## config.mk

```make
export PLATFORM = sky130hd
export DESIGN_NAME = pc_fetch_unit_flat
export DESIGN_NICKNAME = d
export VERILOG_FILES = /design/src/rtl/core_pkg.sv /design/src/rtl/pc_fetch_unit_if.sv /design/src/rtl/pc_next_sel.sv /design/src/rtl/pc_fetch_unit.sv /design/src/flat_wrapper.sv
export SDC_FILE = /design/constraint.sdc
export NUM_CORES = 1
export LEC_CHECK = 0
export BUFFER_PORTS_ARGS = -buffer_cell sky130_fd_sc_hd__buf_4
export CORE_AREA = 2 2 92 94
export DETAILED_ROUTE_END_ITERATION = 12
export DIE_AREA = 0 0 94 96
export GPL_TIMING_DRIVEN = 0
export PLACE_DENSITY_LB_ADDON = 0.3
export SKIP_CTS_REPAIR_TIMING = 1
export SLEW_MARGIN = 5
export SYNTH_ARGS = -nofsm -noshare
export SYNTH_HDL_FRONTEND = slang
export SYNTH_SLANG_ARGS = --single-unit
```

## constraint.sdc

```tcl
create_clock -name clk -period 3.6 [get_ports clk]
set_clock_uncertainty 0.1 [all_clocks]
set_input_delay 0.72 -clock clk [delete_from_list [all_inputs] [get_ports clk]]
set_output_delay 0.72 -clock clk [all_outputs]
set_load 0.01 [all_outputs]
```

## src/rtl/core_pkg.sv

```systemverilog
// rtl/core_pkg.sv - shared constants, FSM/select encodings and alignment helper for the fetch stage
package core_pkg;

  localparam logic [31:0] DEFAULT_RESET_PC = 32'h0000_0000;
  localparam logic [31:0] DEFAULT_TRAP_VEC = 32'h0000_0100;

  localparam logic [0:0] ST_BOOT  = 1'b0;
  localparam logic [0:0] ST_FETCH = 1'b1;

  typedef enum logic [1:0] {
    SEL_SEQ  = 2'd0,
    SEL_BR   = 2'd1,
    SEL_JAL  = 2'd2,
    SEL_JALR = 2'd3
  } pc_sel_e;

  function automatic logic is_misaligned(input logic [31:0] addr);
    return addr[1:0] != 2'b00;
  endfunction

endpackage

```

## src/rtl/pc_fetch_unit_if.sv

```systemverilog
// rtl/pc_fetch_unit_if.sv - instruction-memory fetch request/ready handshake
interface pc_fetch_unit_if;
  logic        req;
  logic [31:0] addr;
  logic        ready;

  modport master (output req, output addr, input ready);
  modport slave  (input req, input addr, output ready);
endinterface

```

## src/rtl/pc_next_sel.sv

```systemverilog
// rtl/pc_next_sel.sv - next-PC priority mux (jalr > jal > branch > pc+4) with alignment check
module pc_next_sel
  import core_pkg::*;
(
  input  logic        branch_taken,
  input  logic [31:0] branch_target,
  input  logic        jal,
  input  logic [31:0] jal_target,
  input  logic        jalr,
  input  logic [31:0] jalr_target,
  input  logic [31:0] pc_plus_4,
  output logic [31:0] next_pc,
  output pc_sel_e     sel,
  output logic        misaligned
);

  always_comb begin
    sel     = SEL_SEQ;
    next_pc = pc_plus_4;
    if (jalr) begin
      sel     = SEL_JALR;
      next_pc = {jalr_target[31:1], 1'b0};
    end else if (jal) begin
      sel     = SEL_JAL;
      next_pc = jal_target;
    end else if (branch_taken) begin
      sel     = SEL_BR;
      next_pc = branch_target;
    end
  end

  // Raw check on whichever address was chosen; the caller decides which paths may trap.
  assign misaligned = is_misaligned(next_pc);

endmodule

```

## src/rtl/pc_fetch_unit.sv

```systemverilog
// rtl/pc_fetch_unit.sv - PC register, boot/fetch FSM, imem request and misaligned-target trap
module pc_fetch_unit
  import core_pkg::*;
#(
  parameter logic [31:0] RESET_PC = DEFAULT_RESET_PC,
  parameter logic [31:0] TRAP_VEC = DEFAULT_TRAP_VEC
) (
  input  logic                   clk,
  input  logic                   rst,
  input  logic                   stall,
  input  logic                   branch_taken,
  input  logic [31:0]            branch_target,
  input  logic                   jal,
  input  logic [31:0]            jal_target,
  input  logic                   jalr,
  input  logic [31:0]            jalr_target,
  input  logic [31:0]            pc_plus_4,
  pc_fetch_unit_if.master        imem,
  output logic [31:0]            curr_pc,
  output logic                   misalign_trap,
  output logic [31:0]            bad_addr
);

  logic [0:0]  state;
  logic        adv;
  logic        take_trap;
  logic [31:0] next_pc;
  pc_sel_e     sel;
  logic        misaligned;

  pc_next_sel u_next_sel (
    .branch_taken  (branch_taken),
    .branch_target (branch_target),
    .jal           (jal),
    .jal_target    (jal_target),
    .jalr          (jalr),
    .jalr_target   (jalr_target),
    .pc_plus_4     (pc_plus_4),
    .next_pc       (next_pc),
    .sel           (sel),
    .misaligned    (misaligned)
  );

  assign imem.req  = (state == ST_FETCH);
  assign imem.addr = curr_pc;

  assign adv = (state == ST_FETCH) & imem.ready & ~stall;
  // Sequential pc+4 (including the wrap to zero) is never a trap source.
  assign take_trap = adv & misaligned & (sel != SEL_SEQ);

  always_ff @(posedge clk) begin
    if (rst) begin
      state         <= ST_BOOT;
      curr_pc       <= RESET_PC;
      misalign_trap <= 1'b0;
      bad_addr      <= 32'h0;
    end else begin
      misalign_trap <= 1'b0;
      if (state == ST_BOOT) begin
        state <= ST_FETCH;
      end
      if (take_trap) begin
        curr_pc       <= TRAP_VEC;
        bad_addr      <= next_pc;
        misalign_trap <= 1'b1;
      end else if (adv) begin
        curr_pc <= next_pc;
      end
    end
  end

endmodule

```

## src/flat_wrapper.sv

```systemverilog
// flat-port wrapper written by rule: the top's interface ports become plain ports
module pc_fetch_unit_flat import core_pkg::*;
#(
  parameter logic [31:0] RESET_PC = DEFAULT_RESET_PC,
  parameter logic [31:0] TRAP_VEC = DEFAULT_TRAP_VEC
)
  (clk, rst, stall, branch_taken, branch_target, jal, jal_target, jalr, jalr_target, pc_plus_4, curr_pc, misalign_trap, bad_addr, imem_req, imem_addr, imem_ready);
  pc_fetch_unit_if imem_i ();
  input  logic clk;
  input  logic rst;
  input  logic stall;
  input  logic branch_taken;
  input  logic [31:0] branch_target;
  input  logic jal;
  input  logic [31:0] jal_target;
  input  logic jalr;
  input  logic [31:0] jalr_target;
  input  logic [31:0] pc_plus_4;
  output logic [31:0] curr_pc;
  output logic misalign_trap;
  output logic [31:0] bad_addr;
  output wire logic [$bits(imem_i.req)-1:0] imem_req;
  output wire logic [$bits(imem_i.addr)-1:0] imem_addr;
  input wire logic [$bits(imem_i.ready)-1:0] imem_ready;
  assign imem_req = imem_i.req;
  assign imem_addr = imem_i.addr;
  assign imem_i.ready = imem_ready;
  pc_fetch_unit #(.RESET_PC(RESET_PC), .TRAP_VEC(TRAP_VEC)) u_core (.clk(clk), .rst(rst), .stall(stall), .branch_taken(branch_taken), .branch_target(branch_target), .jal(jal), .jal_target(jal_target), .jalr(jalr), .jalr_target(jalr_target), .pc_plus_4(pc_plus_4), .imem(imem_i), .curr_pc(curr_pc), .misalign_trap(misalign_trap), .bad_addr(bad_addr));
endmodule
```

== After elaboration in Yosys (flattened, before gate mapping) ==
Index checks and enable logic that the tools add are counted.
Operators by class
  reductions and logical operators: 4
  bitwise gates (word level): 5
  muxes and demuxes: 10
Operators with widths (number)
  2-to-1 mux 32 bit: 3
  2-to-1 mux 9 bit: 2
  nonzero test 2 bit: 3
  bitwise AND 1 bit: 4
  2-to-1 mux 2 bit: 2
  2-to-1 mux 1 bit: 3
  OR reduction 2 bit: 1
  NOT 1 bit: 1
Word-level totals
  output and inout port bits: 98
  input bits: 135
  word-level logic and storage cells: 24
  register bits after elaboration: 66

== Longest topological paths before layout ==
  depth in word-level cells: 7
  depth in mapped cells: 8
  mapped depth without buffers: 4

== By module ==
A second synthesis with hierarchy kept.
Second synthesis, totals
  cell total of the unflattened synthesis: 472
  area total of the unflattened synthesis: 3814.9 um^2
By module, submodules not included
  pc_fetch_unit: instances 1, area each 2690.1 um^2, sequential area each 1321.3 um^2, cells an instance 324
  pc_next_sel: instances 1, area each 1124.8 um^2, sequential area each 0.0 um^2, cells an instance 148

== Least setup slack after synthesis ==
OpenSTA, ideal clock, no wires.
  kind: in2reg
  from: in branch_taken
  to: reg u_core.bad_addr[11]
  required time: 3374 ps
  path slack: 1404 ps
  buffers on the path: 4
  stages: 8
  data arrival time: 1970 ps
  setup time: 126 ps
  cell sequence: buf_2 -> mux2i_1 -> o311ai_2 -> o211a_1 -> buf_6 -> buf_6 -> buf_4 -> o22ai_1
On the way
  longest elaborated chain between the ends: 6
  elaborated cells on any way between the ends: 10
  classes of those cells: mux: 6; bitwise: 2; reduce/logical: 2
Ends and longest elaborated chain
  start: declaration: RTL line flat_wrapper.sv:12  | input logic branch_taken;
  2-to-1 mux 32 bit: RTL line pc_next_sel.sv:26  | end else if (branch_taken) begin
  2-to-1 mux 32 bit: RTL line pc_next_sel.sv:23  | end else if (jal) begin
  2-to-1 mux 32 bit: RTL line pc_next_sel.sv:20  | if (jalr) begin
  nonzero test 2 bit: RTL line core_pkg.sv:18  | return addr[1:0] != 2'b00;
  bitwise AND 1 bit (2 in series): RTL line pc_fetch_unit.sv:49  | assign take_trap = adv & misaligned & (sel != SEL_SEQ);
  end signal: assignment: RTL line pc_fetch_unit.sv:64  | bad_addr <= next_pc;
  end: declaration: RTL line pc_fetch_unit.sv:21  | output logic [31:0] bad_addr
Several ways; a longest one is shown, not always the timed one.
A chain may end at the register's enable or synchronous reset.

== Final worst setup path ==
  from: in jal
  to: reg u_core.curr_pc[12]
On the way
  longest elaborated chain between the ends: 6
  elaborated cells on any way between the ends: 9
  classes of those cells: mux: 4; bitwise: 2; reduce/logical: 3
Ends and longest elaborated chain
  start: declaration: RTL line flat_wrapper.sv:14  | input logic jal;
  2-to-1 mux 32 bit: RTL line pc_next_sel.sv:23
  2-to-1 mux 32 bit: RTL line pc_next_sel.sv:20
  nonzero test 2 bit: RTL line core_pkg.sv:18
  bitwise AND 1 bit (2 in series): RTL line pc_fetch_unit.sv:49
  OR reduction 2 bit (no line)
  end signal: assignment: RTL line pc_fetch_unit.sv:67  | curr_pc <= next_pc;
  end: declaration: RTL line pc_fetch_unit.sv:19  | output logic [31:0] curr_pc,
Several ways; a longest one is shown, not always the timed one.

==> summary.txt <==
Outcome
  • Outcome: finished, final reports clean

Worst setup path
  • Worst EP required: 3.73 ns
  • Setup crit start: jal
  • Critical path capture point type: register
  • Critical Path End: u_core.curr_pc[12]
  • Crit path kind: input pin to register
  • Crit path arrival time: 2.27 ns
  • Reg-to-reg critical path startpoint: u_core.imem.req
  • R2R cell count: 5
  • Worst reg2reg endpoint: u_core.curr_pc[0]
  • Flop-to-flop setup slack: 1.80 ns
  • Setup crit start kind: input pin
  • Worst-path fanout max: 10

Synth
  • Post-synthesis compound-gate area fraction: 22.4%
  • Distinct cells, synth: 27
  • #FFs+latches synth: 66
  • Post-Synthesis Cells: 402
  • Synth Warn #: 0
  • Part of the Yosys area used for sequential elements: 36.4%
  • Mapped cell area: 0.00363 mm^2
  • Synth area leader: dfxtp_1
  • Syn_nets: 537
  • Post-synthesis mux area share: 17.4%
  • Main combinational cell family by area after synthesis: compound AO/OA/AOI/OAI gates
  • Post-Synth Adder-Cell Area: 0%
  • EDFF count, synth: 0
  • Post-synth top area share: 36.4%
  • XOR/XNOR share of the synthesized area: 0%
  • Avg Synthesized Cell Area: 9.03 um^2
  • Synth area leaders: dfxtp_1 (36%), mux2i_1 (17%), a2111oi_2 (9.5%), buf_4 (7.0%), nand2_1 (6.6%)
  • Ys flop type: dfxtp_1
  • Async SR Flop Fraction: 0%
  • Simple-gate portion of the synthesized area: 11.0%

Placement
  • Placed Instance Area: 0.00547 mm^2
  • Place WS: 1.10 ns
  • Placed cells: 735
  • Gpl congestion: 0.788
  • IO Port Bufs: 228
  • HPWL Detailed: 10000 um

GRT
  • Largest net degree at the start of global routing: 11
  • Initial antenna violation count: 0
  • GRT Util Overall: 27.7%
  • Vias in the first global route: 3990
  • Grt ovf: 0
  • First-pass GRT wire length: 19200 um

Pwr
  • Peak VDD IR: 163 uV
  • Leak pwr: 2.73 nW
  • Sw Share: 28.4%
  • Power per Cell Area: 316 mW/mm^2
  • Clock network power share: 30.5%
  • Sw power: 0.507 mW
  • Gate power share: 25.6%
  • Sequential power share: 43.9%
  • Internal power: 1.28 mW

Die
  • Die area: 0.00902 mm^2
  • Die width: 94 um
  • Die Span Y: 96 um
  • Core ar.: 0.00805 mm^2
  • Starting density of the core: 45.1%
  • # IOs: 233
  • Row cnt: 33

STA
  • Max_slew headroom: 47.0%
  • Max frequency: 467 MHz
  • Period utilization: 59.4%
  • Total Neg Setup Slack: 0 ns
  • Worst-Margin Slew: 0.795 ns
  • Setup WS post-layout: 1.46 ns
  • Fin Hold WS: 0.375 ns
  • Final setup fails: 0
  • Final Slew Violations: 0
  • Unrepaired setup endpoints after global routing: false
  • Fin. Hold Viols: 0
  • Min cycle time layout: 2.14 ns

Routing
  • DRC violations left: 0
  • WL/cell: 17.2 um
  • Vias per cell: 5.34
  • Drt pass-1 iters: 4
  • Via count: 4014
  • Total Wirelength: 12900 um
  • ANT nets after route: 0
  • DR iter-0 viols: 132

Cells and area
  • Fin nets: 776
  • Multi-input logic area: 0.00184 mm^2
  • Area grow syn2layout: 55.3%
  • Final std cells w/o fill: 751
  • Diode count: 0
  • Fillers: 656
  • Cell area after layout: 0.00564 mm^2
  • Register area: 0.00132 mm^2
  • Fraction of layout instances using a drive strength above 1: 49.2%

Clock network
  • Max Buffers Root-to-Sink: 2
  • Clock slew at reported path FFs: 0.07 ns
  • Clock sinks: 66
  • H-tree depth: 3
  • CTS Buf Count: 9
  • Worst skew pair latency: 0.33 ns
  • Clock root buffer: clkbuf_8
  • CTS tree: built

Worst hold path
  • Hold crit path type: register to register

Job
  • MaxCap Viol Count: 0
[Yosys cell counts (2+ instances only)]
cell and instances:
clkbuf_1 17, buf_6 6, nor2b_1 2, nor2_1 29, dfxtp_1 66, a2111oi_2 23
nand2_1 64, nor3_1 2, a2111oi_0 6, inv_1 2, mux2i_1 63, buf_2 13
o22ai_1 30, o21ai_0 33, buf_4 34
[cells by family (layout without fill, tap and decap cells)]
kind of cell,Yosys count,after routing
muxes,63,63
and+or+nand+nor,101,101
DFF,66,66
AOI/OAI and AO/OA,99,99
buffers and inverters,73,317
[critical path, cell delays in order]
cell and delay, ns:
buf_2 0.20, buf_2 0.27, buf_2 0.30, nand2_1 0.11
o21ai_0 0.09, mux2i_1 0.16, a2111oi_2 0.41
[cell type report]
cell class	count	share of cell area [%]
sequential	66	23.4
multi-input combinational	263	32.7
timing repair buffer	228	30.4
clock buffer	14	2.71
inverter	3	0.200
buffer	70	8.01
clock inverter	2	0.222
tap	105	2.33
[routing by layer]
metal / routed length, um / GRT usage (%) / up-vias / part of all wire [%]
met5: 0 / 0 / - / 0
met4: 242 / 11.5 / 0 / 1.9
met3: 1070 / 6.73 / 20 / 8.3
met2: 6760 / 50.7 / 190 / 52
met1: 4850 / 30.7 / 1905 / 38
li1: - / - / 1899 / -
[sequential cells by signal, indices dropped and copies added, names as in the netlist]
name and flops:
u_core.misalign_trap 1, u_core.bad_addr 32, u_core.imem.req 1, u_core.curr_pc 32
[metrics by stage]
stage,util [%],power (mW)
after floorplan,-,1.02
after global placement,68.0,1.24
after detailed placement,68.0,1.25
after CTS,70.0,1.78
after global routing,70.0,1.86
final,70.0,1.78
[power groups by stage]
stage / sequential (mW) / clock, mW / combinational (mW)
2_1_floorplan: 0.806 / 0 / 0.213
3_3_place_gp: 0.797 / 0 / 0.447
3_5_place_dp: 0.798 / 0 / 0.457
4_1_cts: 0.782 / 0.541 / 0.458
5_1_grt: 0.785 / 0.580 / 0.494
6_report: 0.782 / 0.544 / 0.457
[worst min-delay path by stage]
| stage | slack [ns] | depth (start not counted) | to | from |
|---|---|---|---|---|
| after floorplan | 0.38 | 2 | u_core.bad_addr[0] | u_core.bad_addr[0] |
| after global placement | 0.35 | 2 | u_core.bad_addr[1] | u_core.bad_addr[1] |
| after detailed placement | 0.36 | 2 | u_core.bad_addr[9] | u_core.bad_addr[9] |
| after CTS | 0.37 | 2 | u_core.bad_addr[9] | u_core.bad_addr[9] |
| after global routing | 0.39 | 2 | u_core.bad_addr[19] | u_core.bad_addr[19] |
| final | 0.38 | 2 | u_core.bad_addr[18] | u_core.bad_addr[18] |
[cells in the final DEF, fill, tap and decap left out, drive strengths merged]
master    count
a2111oi      29
a211oi        2
a21oi         1
a31oi         1
and3          1
and3b         1
buf         281
clkbuf       31
clkinv        2
clkinvlp      1
dfxtp        66
inv           2
mux2i        63
nand2        64
nand3b        1
nor2         29
nor2b         2
nor3          2
o211a         1
o21ai        34
o22ai        30
o311ai        1
or3           1
No activity file was read; power rests on OpenSTA's default activity.
